===== src/rtl/fsk_byte_deframer.sv =====
// Async byte deframer for the demodulated FSK bit stream.
// Start-edge validation, 3-sample mid-bit majority vote, valid/ready output.
module fsk_byte_deframer #(
    parameter int CLKS_PER_BIT = 1000,
    parameter int DATA_BITS    = 8
) (
    input  logic                 clk,
    input  logic                 rst,
    input  logic                 bit_in,
    output logic [DATA_BITS-1:0] byte_data,
    output logic                 byte_valid,
    input  logic                 byte_ready,
    output logic                 framing_err,
    output logic                 overrun,
    output logic                 busy
);

    localparam int HALF = CLKS_PER_BIT / 2;
    localparam int CW   = $clog2(CLKS_PER_BIT);
    localparam int BW   = (DATA_BITS > 1) ? $clog2(DATA_BITS) : 1;

    localparam logic [CW-1:0] CYC_S0   = CW'(HALF - 1);
    localparam logic [CW-1:0] CYC_S1   = CW'(HALF);
    localparam logic [CW-1:0] CYC_DEC  = CW'(HALF + 1);
    localparam logic [CW-1:0] CYC_LAST = CW'(CLKS_PER_BIT - 1);
    localparam logic [BW-1:0] BIT_LAST = BW'(DATA_BITS - 1);

    typedef enum logic [2:0] {
        IDLE,
        START,
        DATA,
        STOP,
        WAIT_IDLE
    } state_t;

    state_t               state_q, state_d;
    logic [CW-1:0]        cyc_q, cyc_d;
    logic [BW-1:0]        bit_idx_q, bit_idx_d;
    logic [DATA_BITS-1:0] shift_q, shift_d;
    logic [DATA_BITS-1:0] byte_q, byte_d;
    logic                 valid_q, valid_d;
    logic                 fe_q, fe_d;
    logic                 ovr_q, ovr_d;
    logic                 v0_q, v0_d;
    logic                 v1_q, v1_d;
    logic                 sync1_q, s_in_q, s_prev_q;

    logic wrap, dec, vote, deliver;

    assign wrap = (cyc_q == CYC_LAST);
    assign dec  = (cyc_q == CYC_DEC);
    assign vote = (v0_q & v1_q) | (v0_q & s_in_q) | (v1_q & s_in_q);

    always_comb begin
        state_d   = state_q;
        cyc_d     = wrap ? '0 : cyc_q + CW'(1);
        bit_idx_d = bit_idx_q;
        shift_d   = shift_q;
        byte_d    = byte_q;
        valid_d   = valid_q;
        fe_d      = 1'b0;
        ovr_d     = 1'b0;
        v0_d      = v0_q;
        v1_d      = v1_q;
        deliver   = 1'b0;

        if (cyc_q == CYC_S0) v0_d = s_in_q;
        if (cyc_q == CYC_S1) v1_d = s_in_q;

        unique case (state_q)
            IDLE: begin
                cyc_d     = '0;
                bit_idx_d = '0;
                if (s_prev_q && !s_in_q) state_d = START;
            end
            START: begin
                if (dec && vote) begin
                    state_d = IDLE;
                    cyc_d   = '0;
                end else if (wrap) begin
                    state_d   = DATA;
                    bit_idx_d = '0;
                end
            end
            DATA: begin
                if (dec) shift_d[bit_idx_q] = vote;
                if (wrap) begin
                    if (bit_idx_q == BIT_LAST) begin
                        state_d   = STOP;
                        bit_idx_d = '0;
                    end else begin
                        bit_idx_d = bit_idx_q + BW'(1);
                    end
                end
            end
            STOP: begin
                if (dec) begin
                    cyc_d = '0;
                    if (vote) begin
                        state_d = IDLE;
                        deliver = 1'b1;
                    end else begin
                        state_d = WAIT_IDLE;
                        fe_d    = 1'b1;
                    end
                end
            end
            WAIT_IDLE: begin
                cyc_d = '0;
                if (s_in_q) state_d = IDLE;
            end
            default: begin
                state_d = IDLE;
                cyc_d   = '0;
            end
        endcase

        if (valid_q && byte_ready) valid_d = 1'b0;

        // A load in the accept cycle wins over the drop of byte_valid
        if (deliver) begin
            if (!valid_q || byte_ready) begin
                byte_d  = shift_q;
                valid_d = 1'b1;
            end else begin
                ovr_d = 1'b1;
            end
        end
    end

    always_ff @(posedge clk) begin
        if (rst) begin
            sync1_q   <= 1'b1;
            s_in_q    <= 1'b1;
            s_prev_q  <= 1'b1;
            state_q   <= IDLE;
            cyc_q     <= '0;
            bit_idx_q <= '0;
            shift_q   <= '0;
            byte_q    <= '0;
            valid_q   <= 1'b0;
            fe_q      <= 1'b0;
            ovr_q     <= 1'b0;
            v0_q      <= 1'b1;
            v1_q      <= 1'b1;
        end else begin
            sync1_q   <= bit_in;
            s_in_q    <= sync1_q;
            s_prev_q  <= s_in_q;
            state_q   <= state_d;
            cyc_q     <= cyc_d;
            bit_idx_q <= bit_idx_d;
            shift_q   <= shift_d;
            byte_q    <= byte_d;
            valid_q   <= valid_d;
            fe_q      <= fe_d;
            ovr_q     <= ovr_d;
            v0_q      <= v0_d;
            v1_q      <= v1_d;
        end
    end

    assign byte_data   = byte_q;
    assign byte_valid  = valid_q;
    assign framing_err = fe_q;
    assign overrun     = ovr_q;
    assign busy        = (state_q != IDLE);

endmodule


===== config.mk =====
export PLATFORM = sky130hd
export DESIGN_NAME = fsk_byte_deframer
export DESIGN_NICKNAME = d
export VERILOG_FILES = /design/src/rtl/fsk_byte_deframer.sv
export SDC_FILE = /design/constraint.sdc
export NUM_CORES = 1
export LEC_CHECK = 0
export ABC_CLOCK_PERIOD_IN_PS = 1800
export CAP_MARGIN = 20
export CORE_ASPECT_RATIO = 1.2
export CORE_MARGIN = 2
export CORE_UTILIZATION = 50
export CTS_BUF_LIST = sky130_fd_sc_hd__clkbuf_16
export CTS_CLUSTER_SIZE = 40
export DETAILED_ROUTE_END_ITERATION = 10
export DONT_BUFFER_PORTS = 1
export PLACE_DENSITY = 0.68
export SLEW_MARGIN = 20
export SYNTH_ARGS = -nofsm -noshare
export SYNTH_HDL_FRONTEND = slang
export SYNTH_SLANG_ARGS = --single-unit
export TNS_END_PERCENT = 30

===== constraint.sdc =====
create_clock -name clk -period 1.8 [get_ports clk]
set_input_delay 0 -clock clk [delete_from_list [all_inputs] [get_ports clk]]
set_output_delay 0 -clock clk [all_outputs]
set_load 0.01 [all_outputs]

==> summary.txt <==
Syn_nets - 207
Synthesized area - 1854 um2
Number of DRC markers in iteration 0 - 72
Nets - 233
Ys async rst share - 0
Post-synth cell types - 50
DIE WIDTH - 59.59 um
First-pass GRT wire length - 6223 um
EDFF count, synth - 0
Core ar. - 3603 um2
Seq/Total Area, Yosys - 0.4318
Peak supply drop - 0.4663 mV
CTS Root Cell - clkbuf_16
First-pass DRT Iterations - 4
CP Launch Type - flip-flop
CP Capture Type - flip-flop
Slew HR - 0.5664
Unrepaired setup endpoints after global routing - yes
Filler cells - 300
# DRC - 0
GPL Wtd Cong - 0.8589
CTS tree - built
Most frequent cells in the layout - dfxtp_1 (37), nor2_1 (29), mux2i_1 (17), dlygate4sd3_1 (16), buf_4 (14)
CP arrival - 1.96 ns
Starting Density - 0.5146
Post-Synth XOR/XNOR Area - 0.03779
Clock transition at the registers of the reported paths - 0.06 ns
Synth Area in Adders - 0.03914
Initial antenna violation count - 0
Clock net sink count - 40
Max-slew violation count - 0
Largest net degree at the start of global routing - 32
DR WL/cell - 14.64 um
Req. time, crit path - 1.97 ns
Compound-Gate Fraction of Synth Area - 0.07422
Hold Crit Class - primary input to flip-flop
Least-Margin Pin Slew - 0.6482 ns
Simple-Gate Fraction of Synth Area - 0.2760
Drt total wl - 3866 um
Die ar. - 4214 um2
H-tree levels - 2
Area delta synth->final - 25.64%
Yosys warning total - 0
Number of global-route vias before repair - 1,466
Site Rows - 24
Final cell count without fillers - 264
Max clock buf depth - 2
Area of the multi-input gates - 1040 um2
IO Pins - 16
Ys flop type - dfxtp_1
Crit path kind - flip-flop to flip-flop
Overall power - 1.787 mW
MaxCap Viol Count - 0
Post-synthesis cell count - 198
Antenna-violating nets left - 0
Leading cell type in the layout, fill and taps excluded - dfxtp_1
Final min period - 1.796 ns
Largest family of logic cells by synthesized area - simple AND/OR/NAND/NOR gates
Placed Instances - 238
Clock Skews - 0.009263 ns
Tcrit/Tclk final - 0.9978
Grt total ovfl - 0
CP max FO - 4
Die height - 70.71 um
GRT Total Usage - 0.1918
Post-DP HPWL - 2558 um
# diodes - 0
Status - finished, final reports clean
P per Cell Area - 766.9 nW/um2
Achievable clock frequency - 0.5568 GHz
Register Area - 807.0 um2
Mean post-synth cell area - 9.365 um2
IO buf count - 0
DR vias - 1,497
Cts bufs inserted - 5
Leak pwr - 0.8576 nW
Post-synthesis mux area share - 0.09177
Vias per inst - 5.670
Final Setup Violations - 0
Hold Violations, Final - 0
Synth Register Bits - 40
Layout cell share with drive strength beyond 1 - 0.2000
Clock Latency Late Sink - 0.28 ns
cell type report:
| type | instances | area share |
|---|---|---|
| clock buffer | 5 | 0.05371 |
| clock inverter | 3 | 0.006445 |
| inverter | 4 | 0.007519 |
| multi-input combinational | 142 | 0.4463 |
| sequential | 40 | 0.3464 |
| tap | 39 | 0.02095 |
| timing repair buffer | 31 | 0.1187 |
sequential cells by signal (all words and copies together), names as in the netlist, 3 cells and up:
register   cells
cyc_q         10
byte_data      8
shift_q        8
bit_idx_q      3
state_q        3
path summary, 6_finish.rpt:
kind | from | to | slack (ns) | cells past startpoint
max | cyc_q[9] | v0_q | 0.004 | 6
min | rst | bit_idx_q[0] | 0.0007 | 2
max reg2reg | cyc_q[9] | v0_q | 0.004 | 6
min reg2reg | shift_q[4] | byte_data[4] | 0.49 | 2
report_power, final:
group,switching (mW),total [mW],leakage [nW],internal (mW)
Sequential,0.00461,0.893,0.325,0.888
Combinational,0.0258,0.0583,0.464,0.0324
Clock,0.333,0.836,0.0687,0.503
Total,0.363,1.79,0.858,1.42
timing repair:
action	in CTS	in global routing
endpoints found under the setup margin	11	27
hold buffers	14	2
setup buffers	0	2
pin swaps	3	3
endpoints found under the hold margin	30	18
resized for setup	5	17
gates cloned	0	0
through the flow:
step	TNS, ns	util	setup WS [ns]	cell area [um2]	hold slack, ns
6_report	0	0.6465	0.003925	2330	0.0006673
5_1_grt	-0.3608	0.6465	-0.05795	2330	0.002169
2_1_floorplan	0	-	0.004980	1854	0.1038
3_5_place_dp	-0.4513	0.5340	-0.1241	1924	0.07736
3_3_place_gp	-0.05699	0.5340	-0.01190	1924	0.07298
4_1_cts	-0.009315	0.6181	-0.009315	2227	-0.2178
cell usage after synthesis, types with 2 or more instances:
cell type / instances / share of area
a22o_1: 2 / 0.0094
xnor2_1: 5 / 0.024
nand3_1: 6 / 0.016
nand2b_1: 12 / 0.040
buf_6: 3 / 0.018
and3_1: 2 / 0.0067
clkbuf_1: 5 / 0.010
nor3b_1: 4 / 0.016
buf_4: 2 / 0.0081
nand4_1: 3 / 0.010
a31oi_1: 3 / 0.010
dfxtp_1: 40 / 0.43
a311o_1: 2 / 0.011
nand2_1: 9 / 0.018
ha_1: 5 / 0.034
nor3_1: 5 / 0.013
mux2i_1: 17 / 0.092
or2_2: 4 / 0.013
xor2_1: 3 / 0.014
nand3b_1: 3 / 0.012
inv_1: 4 / 0.0081
nand4b_1: 2 / 0.0094
nor2_1: 30 / 0.061
critical path, stage by stage (launching register included):
cell and delay, ns:
dfxtp_2 0.34, and3b_2 0.22, buf_4 0.15, nand4_1 0.13, mux2i_1 0.21, nand2b_1 0.08, dlygate4sd3_1 0.56
layer usage:
metal | up-vias | global-route usage | share of wire
met4 | 0 | 0.09877 | 0.024
met5 | - | 0 | 0
met3 | 11 | 0.03839 | 0.027
met2 | 28 | 0.3553 | 0.55
li1 | 745 | - | -
met1 | 713 | 0.1945 | 0.40
cells by family after synthesis:
| family | count (synthesis) |
|---|---|
| mux | 17 |
| buf+inv | 16 |
| xor+xnor | 8 |
| compound gates | 17 |
| flops | 40 |
| simple gates | 94 |
| fa+ha+maj | 6 |
No activity file was read; power rests on OpenSTA's default activity.
